**src/rtl/servo_pkg.sv**
```systemverilog
// Shared constants, types and the mode decode helper for the servo PWM bank.
package servo_pkg;

    localparam int NUM_CH            = 7;
    localparam int DEG_W             = 6;
    localparam int MODE_W            = 3;
    localparam int DEFAULT_RESET_POS = 6;

    typedef struct packed {
        logic       valid;
        logic [2:0] idx;
    } ch_sel_t;

    // Mode k addresses channel k-1; mode 0 addresses nothing.
    function automatic ch_sel_t mode_to_ch(input logic [MODE_W-1:0] mode);
        ch_sel_t sel;
        sel.valid = (mode != '0);
        sel.idx   = mode - 3'd1;
        return sel;
    endfunction

endpackage

```
**src/rtl/pwm_timebase.sv**
```systemverilog
// Prescaler and PWM unit counter shared by all servo channels; flags the
// frame boundary edge and exposes the unit count of the next cycle.
module pwm_timebase #(
    parameter  int TICK_DIV     = 1000,
    parameter  int PERIOD_UNITS = 1280,
    localparam int PW           = (TICK_DIV > 1) ? $clog2(TICK_DIV) : 1,
    localparam int UW           = $clog2(PERIOD_UNITS)
) (
    input  logic          i_clk,
    input  logic          i_rst,
    output logic          o_tick,
    output logic          o_boundary,
    output logic [UW-1:0] o_unit,
    output logic [UW-1:0] o_unit_next
);

    localparam logic [PW-1:0] PRESC_LAST = PW'(TICK_DIV - 1);
    localparam logic [UW-1:0] UNIT_LAST  = UW'(PERIOD_UNITS - 1);

    logic [PW-1:0] presc_q, presc_d;
    logic [UW-1:0] unit_q, unit_d;

    always_comb begin
        o_tick     = (presc_q == PRESC_LAST);
        o_boundary = o_tick && (unit_q == UNIT_LAST);
        presc_d    = o_tick ? '0 : presc_q + 1'b1;
        unit_d     = unit_q;
        if (o_tick) begin
            unit_d = (unit_q == UNIT_LAST) ? '0 : unit_q + 1'b1;
        end
    end

    always_ff @(posedge i_clk) begin
        if (i_rst) begin
            presc_q <= '0;
            unit_q  <= '0;
        end else begin
            presc_q <= presc_d;
            unit_q  <= unit_d;
        end
    end

    assign o_unit      = unit_q;
    assign o_unit_next = unit_d;

endmodule

```
**src/rtl/servo_pwm_bank.sv**
```systemverilog
// Seven-channel servo PWM bank: captures mode/degree commands into a pending
// buffer and applies them only at frame boundaries so pulses never glitch.
module servo_pwm_bank
    import servo_pkg::*;
#(
    parameter int TICK_DIV     = 1000,
    parameter int PERIOD_UNITS = 1280,
    parameter int BASE_UNITS   = 64,
    parameter int RESET_POS    = DEFAULT_RESET_POS
) (
    input  logic              i_clk,
    input  logic              i_rst,
    input  logic [MODE_W-1:0] i_mode,
    input  logic [DEG_W-1:0]  i_deg,
    input  logic              i_newtask,
    output logic [NUM_CH-1:0] o_pwm,
    output logic              o_frame,
    output logic [NUM_CH-1:0] o_applied,
    output logic              o_busy
);

    localparam int UW     = $clog2(PERIOD_UNITS);
    localparam int BW     = $clog2(BASE_UNITS + 64);
    localparam int SW     = ((UW > BW) ? UW : BW) + 1;

    if (TICK_DIV < 1) begin : g_tick_check
        $error("servo_pwm_bank: TICK_DIV must be at least 1");
    end
    if (BASE_UNITS + 63 >= PERIOD_UNITS) begin : g_period_check
        $error("servo_pwm_bank: BASE_UNITS + 63 must be below PERIOD_UNITS");
    end

    logic          tick;
    logic          boundary;
    logic [UW-1:0] unit;
    logic [UW-1:0] unit_next;

    pwm_timebase #(
        .TICK_DIV    (TICK_DIV),
        .PERIOD_UNITS(PERIOD_UNITS)
    ) u_timebase (
        .i_clk      (i_clk),
        .i_rst      (i_rst),
        .o_tick     (tick),
        .o_boundary (boundary),
        .o_unit     (unit),
        .o_unit_next(unit_next)
    );

    logic [NUM_CH-1:0][DEG_W-1:0] active_q, active_d;
    logic [NUM_CH-1:0][DEG_W-1:0] pend_q, pend_d;
    logic [NUM_CH-1:0]            pvalid_q, pvalid_d;
    logic [NUM_CH-1:0]            pwm_q, pwm_d;
    logic [NUM_CH-1:0]            applied_q, applied_d;
    logic                         frame_q, frame_d;
    ch_sel_t                      sel;

    // Apply happens before capture so a strobe on the boundary edge lands in
    // pend for the following frame while any older pending value goes live.
    always_comb begin
        sel       = mode_to_ch(i_mode);
        active_d  = active_q;
        pend_d    = pend_q;
        pvalid_d  = pvalid_q;
        applied_d = '0;
        pwm_d     = '0;
        frame_d   = boundary;
        for (int k = 0; k < NUM_CH; k++) begin
            if (boundary && pvalid_q[k]) begin
                active_d[k]  = pend_q[k];
                pvalid_d[k]  = 1'b0;
                applied_d[k] = 1'b1;
            end
            if (i_newtask && sel.valid && (sel.idx == 3'(k))) begin
                pend_d[k]   = i_deg;
                pvalid_d[k] = 1'b1;
            end
            pwm_d[k] = SW'(unit_next) < (SW'(BASE_UNITS) + SW'(active_d[k]));
        end
    end

    always_ff @(posedge i_clk) begin
        if (i_rst) begin
            active_q  <= {NUM_CH{DEG_W'(RESET_POS)}};
            pend_q    <= '0;
            pvalid_q  <= '0;
            pwm_q     <= '0;
            applied_q <= '0;
            frame_q   <= 1'b0;
        end else begin
            active_q  <= active_d;
            pend_q    <= pend_d;
            pvalid_q  <= pvalid_d;
            pwm_q     <= pwm_d;
            applied_q <= applied_d;
            frame_q   <= frame_d;
        end
    end

    assign o_pwm     = pwm_q;
    assign o_frame   = frame_q;
    assign o_applied = applied_q;
    assign o_busy    = |pvalid_q;

endmodule

```
**config.mk**
```make
export PLATFORM = sky130hd
export DESIGN_NAME = servo_pwm_bank
export DESIGN_NICKNAME = d
export VERILOG_FILES = /design/src/rtl/servo_pkg.sv /design/src/rtl/pwm_timebase.sv /design/src/rtl/servo_pwm_bank.sv
export SDC_FILE = /design/constraint.sdc
export NUM_CORES = 1
export LEC_CHECK = 0
export BUFFER_PORTS_ARGS = -buffer_cell sky130_fd_sc_hd__clkbuf_2
export CAP_MARGIN = 5
export CORE_AREA = 5 5 166 88
export CTS_CLUSTER_DIAMETER = 200
export DETAILED_ROUTE_END_ITERATION = 10
export DIE_AREA = 0 0 171 93
export GPL_ROUTABILITY_DRIVEN = 0
export PLACE_DENSITY = 0.69
export SYNTH_ARGS = -nofsm -noshare
export SYNTH_HDL_FRONTEND = slang
export SYNTH_SLANG_ARGS = --single-unit
```
**constraint.sdc**
```tcl
create_clock -name i_clk -period 2.9 [get_ports i_clk]
set_input_delay 0.145 -clock i_clk [delete_from_list [all_inputs] [get_ports i_clk]]
set_output_delay 0.145 -clock i_clk [all_outputs]
set_load 0.005 [all_outputs]
```
==> metrics.md, run 1 <==
| Metric | Value |
|---|---|
| Leading area contributor after synthesis | dfxtp_1 |
| Post-synth cell types | 43 |
| Worst reg2reg path endpoint | o_pwm[5] |
| Syn Inst Count | 580 |
| Fmax | 358 MHz |
| Vias per inst | 5.45 |
| Cts hold-fix bufs | 0 |
| Slew @ Worst Pin | 1.19 ns |
| Mean Syn Cell Area | 9.90 um^2 |
| Register bit count reported by yosys | 127 |
| Buf/Inv on CP | 1 |
| Commonest cells post-synth | 127 x dfxtp_1, 79 x nor2_1, 77 x mux2i_1, 38 x ha_1, 30 x a21oi_1 |
| DRT Pass-1 Iters | 6 |
| Primary FF master, synth | dfxtp_1 |
| Std-Cell Rows | 30 |
| Crit path max fanout | 6 |
| Leak pwr | 3.41 nW |
| Drt initial violations | 474 |
| Post-synth EDFFs | 0 |
| Initial antenna violation count | 0 |
| R2R Setup Slk | 0.11 ns |
| CP max stage delay | 0.33 ns |
| ANT cells | 0 |
| # H-tree levels | 4 |
| Largest net degree at the start of global routing | 115 |
| Area contributors post-synth | dfxtp_1 44%, mux2i_1 13%, ha_1 8.3% |
| CP Class | reg2reg |
| Final hold viol count | 0 |
| Hold endpoint | pend_q[12] |
| Initial core utilization | 43.8% |
| Area of the multi-input gates | 3170 um^2 |
| GRT busiest layer | met2 |
| Met1 global-route usage | 27.2% |
| CP Launch Point | u_timebase.o_unit[0] |
| Fin crit period | 2.79 ns |
| Reg2reg path depth | 13 |
| Dpl cells | 788 |
| Gr usage total | 18.6% |
| Clock sink count | 127 |
| Relative slew slack | 20.8% |
| Worst r2r src | u_timebase.o_unit[0] |
| Worst hold path depth | 3 |
| Yosys top cell area share | 44.3% |
| CP delay by family, top | simple AND/OR/NAND/NOR gates |
| I/O pin cnt | 28 |
| Vias | 4509 |
| Post-route ant nets | 0 |
| Seq/Total Area, Yosys | 44.3% |
| Root buf cell | clkbuf_16 |
| Internal Pwr Total | 3.26 mW |
| TritonCTS clock tree | built |
| Skew final | 0.00902 ns |
| Period utilization | 96.3% |
| Die area | 15900 um^2 |
| Die H | 93 um |
| Count leader, synth | dfxtp_1 |
| Crit path DAT | 3.08 ns |
| Clk Latency, worst-skew pair | 0.41 ns |
| Synthesized area | 5740 um^2 |
| Slowest CP cell | dfxtp_1 |
| Total wire length | 14700 um |
| Seq. cell area | 2540 um^2 |
| Net count, final | 689 |
| Placed wire-length estimate | 9800 um |
| Sequential power share | 42.9% |
| Async set-reset flop share out of synthesis | 0% |
| CP Capture Type | register |
| Placeable core region | 13100 um^2 |
| Layout area overhead | 22.6% |
| Chip width | 171 um |
| # setup viols final | 0 |
| Ys Warns | 0 |
| Finished Layout Cells | 828 |
| Number of global-route vias before repair | 4310 |
| Fin Hold WS | 0.172 ns |
| Status | finished, final reports clean |
| Max-cap violation count | 0 |
| Fillcell total | 1129 |
| CTS Buffer Depth | 2 |
| GR Util met2 | 27.6% |
| IO Port Bufs | 27 |
| Net Sw Frac | 22.0% |
| Setup TNS | 0 ns |
| Global-route wire length before repair | 22900 um |
| Pwr Total | 4.19 mW |
| Count of final max-slew check failures | 0 |
| Startpoint types | register |
| NetSw | 921 uW |
| HP Class | in2reg |
| Clock transition at path regs | 0.06 ns |
| Min-Delay Startpoint | i_deg[0] |
| Ratio of cells with drive above 1 in the final layout | 20.9% |
| Clk pwr share | 53.7% |
| Drt drc | 0 |
| Pwr Density | 595 nW/um^2 |
| GR Overflow Total | 0 |
| M3 GR Usage | 3.93% |
| Combinational share of power | 3.4% |
| Clock buffer count from CTS | 17 |
| Cell Chain, Critical Path | ha_2 -> nand4_1 -> nor3_4 -> and2_4 -> buf_12 -> nand2_8 -> mux2i_4 -> ha_4 -> nand3_1 -> o21bai_2 -> a221oi_2 -> nor3_1 -> o21a_1 |
| Req. time, crit path | 3.19 ns |
| Max VDD drop | 394 uV |
| Syn_nets | 630 |
| Avg WL per Cell | 17.7 um |
-- per-layer routing --
| metal | vias up | part of all wire [%] |
|---|---|---|
| met2 | 144 | 44 |
| met5 | - | 0 |
| met1 | 2156 | 49 |
| met3 | 22 | 6.2 |
| met4 | 0 | 1.1 |
| li1 | 2187 | - |
-- layout by cell type, fill, tap and decap left out, drive strengths merged --
cell type	instances
nand2b	14
o21bai	7
or3b	1
nand2	29
nor4bb	2
ha	38
nand3b	1
nand4	9
clkinvlp	4
o311ai	1
clkbuf	45
nor3	20
nor3b	3
xnor2	8
buf	38
nand4b	3
and3	6
mux2	7
clkinv	5
o22ai	8
nor4	1
nor2b	5
o21ai	3
and4bb	2
bufinv	4
a221oi	8
o21a	14
and4	1
dfxtp	127
nand3	22
mux2i	77
nor2	79
a31o	3
inv	9
xor2	8
a21oi	30
and2	10
-- per-stage QoR --
step	instance area [um^2]	util, %	setup WS (ns)
CTS	6870	52.4	0.0313
detailed placement	6220	47.5	-0.150
finish	7040	53.7	0.107
global route	7040	53.7	-0.0253
global placement	6220	47.5	-0.0464
floorplan	5740	-	0.116
-- worst register-to-register path, stage by stage, from the launching register on --
cell and delay, ns:
dfxtp_1 0.33, ha_2 0.21, nand4_1 0.18, nor3_4 0.24
and2_4 0.23, buf_12 0.15, nand2_8 0.09, mux2i_4 0.24
ha_4 0.27, nand3_1 0.09, o21bai_2 0.21, a221oi_2 0.17
nor3_1 0.08, o21a_1 0.20
-- power by group through the flow --
stage / clock network [mW] / registers, mW / logic [mW]
2_1_floorplan: 0 / 1.83 / 0.0857
3_3_place_gp: 0 / 1.83 / 0.138
3_5_place_dp: 0 / 1.83 / 0.142
4_1_cts: 2.27 / 1.79 / 0.142
5_1_grt: 2.34 / 1.80 / 0.155
6_report: 2.25 / 1.79 / 0.142
-- cells by family after synthesis --
family | Yosys count | share of synthesized area [%]
multiplexers | 84 | 14.8
adder cells (fa/ha/maj) | 38 | 8.28
XOR/XNOR | 16 | 2.44
AND/OR/NAND/NOR | 208 | 18.2
flip-flops | 127 | 44.3
buffers and inverters | 33 | 2.64
AO/OA/AOI/OAI | 74 | 9.41
-- cell type report --
type,instances,area share (%)
clock buffers,18,6.10
clock inverters,14,2.72
inverters,8,0.427
multi-input cells,420,45.0
flip-flops and latches,127,36.1
well taps,176,3.13
repair buffers,65,6.49
-- timing repair --
item                                    in CTS  in global routing
gates cloned                                 0                  1
gates resized for setup                      5                 22
endpoints found under the setup margin       7                  7
pin swaps                                    2                  4
setup buffers                                2                  5
endpoints found under the hold margin        0                  0
-- flip-flops by register name, indices dropped and copies added, names as in the netlist --
name / flops
active_q: 42
pend_q: 42
u_timebase.o_unit: 11
u_timebase.presc_q: 10
o_applied: 7
o_pwm: 7
pvalid_q: 7
o_frame: 1
-- how the worst max path moves through the flow --
stage          slack, ns  endpoint  cells after the start
2_1_floorplan       0.12  o_pwm[6]                     14
3_3_place_gp       -0.05  o_pwm[5]                     13
3_5_place_dp       -0.15  o_pwm[5]                     13
4_1_cts             0.03  o_pwm[5]                     12
5_1_grt            -0.03  o_pwm[0]                     13
6_report            0.11  o_pwm[5]                     13
Power figures use the tool's default switching activity.
==> run 2, diff against run 1 <==
RECOVER_POWER = 100   (was default)
==> run 2 against run 1 <==
Compared with the run above: the run now ends with max-capacitance violations, max-slew violations left; wire length decreased by 0.20%; count of clock-buffer cells in the layout unchanged; register-to-register slack about the same; sequential power about the same; total power decreased by 0.16%; first-iteration DRC count decreased by 16%; non-clock buffer count unchanged; worst setup slack got worse by 0.0035 ns; critical path depth unchanged; fmax decreased by 0.13%.
==> metrics.md, run 2 (synthesized netlist as in run 1, its figures left out) <==
| Metric | Value |
|---|---|
| Layout area overhead | 22.1% (was 22.6%) |
| Pwr Density | 596 nW/um^2 (was 595 nW/um^2) |
| Skew final | 0.00866 ns (was 0.00902 ns) |
| Fin Hold WS | 0.179 ns (was 0.172 ns) |
| Net count, final | 689 (unchanged) |
| Root buf cell | clkbuf_16 (unchanged) |
| CP Class | reg2reg (unchanged) |
| Std-Cell Rows | 30 (unchanged) |
| Drt initial violations | 397 (was 474) |
| Period utilization | 96.4% (was 96.3%) |
| Pwr Total | 4.18 mW (was 4.19 mW) |
| Failing checks | max-capacitance violations, max-slew violations |
| Drt drc | 0 (unchanged) |
| Global-route wire length before repair | 22900 um (unchanged) |
| TritonCTS clock tree | built (unchanged) |
| Fin crit period | 2.80 ns (was 2.79 ns) |
| Startpoint types | register (unchanged) |
| Largest net degree at the start of global routing | 115 (unchanged) |
| # setup viols final | 0 (unchanged) |
| Crit path DAT | 3.09 ns (was 3.08 ns) |
| Commonest non-fill, non-tap cells in the layout | 126 x dfxtp_1, 77 x nor2_1, 75 x mux2i_1 (unchanged) |
| HP Class | in2reg (unchanged) |
| Initial antenna violation count | 0 (unchanged) |
| Post-route ant nets | 0 (unchanged) |
| Max-cap violation count | 1 (was 0) |
| Crit path max fanout | 6 (unchanged) |
| Number of global-route vias before repair | 4310 (unchanged) |
| Req. time, crit path | 3.19 ns (about the same) |
| DRT Pass-1 Iters | 5 (was 6) |
| Clock transition at path regs | 0.06 ns (about the same) |
| Total wire length | 14600 um (was 14700 um) |
| Relative slew slack | -63.3% (was 20.8%) |
| Avg WL per Cell | 17.7 um (about the same) |
| # H-tree levels | 4 (unchanged) |
| Placed wire-length estimate | 9800 um (unchanged) |
| Clock buffer count from CTS | 17 (unchanged) |
| Design Area, Final | 7010 um^2 (was 7040 um^2) |
| CTS Buffer Depth | 2 (unchanged) |
| IO Port Bufs | 27 (unchanged) |
| Fillcell total | 1135 (was 1129) |
| Commonest non-fill, non-tap cell in the layout | dfxtp_1 (unchanged) |
| Chip width | 171 um (unchanged) |
| Final hold viol count | 0 (unchanged) |
| Initial core utilization | 43.8% (unchanged) |
| ANT cells | 0 (unchanged) |
| Ratio of cells with drive above 1 in the final layout | 19.0% (was 20.9%) |
| Clock sink count | 127 (unchanged) |
| Placeable core region | 13100 um^2 (unchanged) |
| Status | complete, but fails checks (was finished, final reports clean) |
| Die H | 93 um (unchanged) |
| Die area | 15900 um^2 (unchanged) |
| Vias | 4517 (was 4509) |
| GR Overflow Total | 0 (unchanged) |
| I/O pin cnt | 28 (unchanged) |
| Leak pwr | 3.37 nW (was 3.41 nW) |
| Placed standard-cell area | 6220 um^2 (unchanged) |
| Slew @ Worst Pin | 2.42 ns (was 1.19 ns) |
| Count of final max-slew check failures | 8 (was 0) |
| Gr usage total | 18.6% (unchanged) |
| Max VDD drop | 395 uV (was 394 uV) |
| Vias per inst | 5.46 (was 5.45) |
| Final Util | 53.5% (was 53.7%) |
| CP Capture Type | register (unchanged) |
| Fmax | 358 MHz (about the same) |
| Clk Latency, worst-skew pair | 0.41 ns (about the same) |
[run 2: changes by cell type in the layout (fill, tap and decap cells not counted), sizes merged]
| cell | change |
|---|---|
| buf | -2 |
| clkbuf | +2 |
[run 2: metal layers]
layer	part of all wire, %	GRT usage, %	vias to the layer above
met5	0	0	-
met4	0.97	5.41	0
met3	6.9	3.93	17
met2	44	27.6	161
met1	48	27.2	2153
li1	-	-	2186
[run 2: where the power goes]
part	total, mW	switching [mW]	leakage [nW]	internal, mW
Combinational	0.140	0.0873	2.05	0.0530
Clock	2.25	0.807	0.292	1.44
Sequential	1.79	0.0217	1.03	1.77
Total	4.18	0.916	3.37	3.26
[run 2: critical path, cell delays in order, from the launching register on]
cell      delay [ns]
dfxtp_1         0.33
ha_2            0.21
nand4_1         0.18
nor3_4          0.23
and2_4          0.22
buf_12          0.15
nand2_8         0.08
mux2i_4         0.23
ha_4            0.27
nand3_1         0.09
o21bai_2        0.21
a221oi_2        0.17
nor3_1          0.08
o21a_1          0.20
[run 2: area by class of cell]
cell class	instances	area [um^2]	share of cell area (%)
multi-input cells	420	3160	45.1
flip-flops and latches	127	2540	36.3
repair buffers	65	438	6.24
clock buffers	18	429	6.12
well taps	176	220	3.14
clock inverters	14	191	2.73
inverters	8	30.0	0.428
[run 2: path summary, 6_finish.rpt]
| kind | start | endpoint | slack [ns] | depth (start not counted) |
|---|---|---|---|---|
| worst min register to register | active_q[36] | active_q[36] | 0.48 | 2 |
| worst max-delay path | u_timebase.o_unit[0] | o_pwm[5] | 0.10 | 13 |
| worst max register to register | u_timebase.o_unit[0] | o_pwm[5] | 0.10 | 13 |
| worst min-delay path | i_deg[5] | pend_q[41] | 0.18 | 3 |
[run 2: what timing repair did]
action	4_1_cts	5_1_grt
setup buffers	2	5
cloned	0	1
hold buffers	0	0
pin swaps	2	4
setup endpoints to repair	7	7
gates resized for setup	5	22
[run 2: stage by stage]
step	std cells	setup slack [ns]	TNS, ns
after floorplan	580	0.116	0
after global placement	788	-0.0464	-0.0659
after detailed placement	788	-0.150	-0.519
after CTS	822	0.0313	0
after global routing	828	-0.0253	-0.0392
final	828	0.103	0
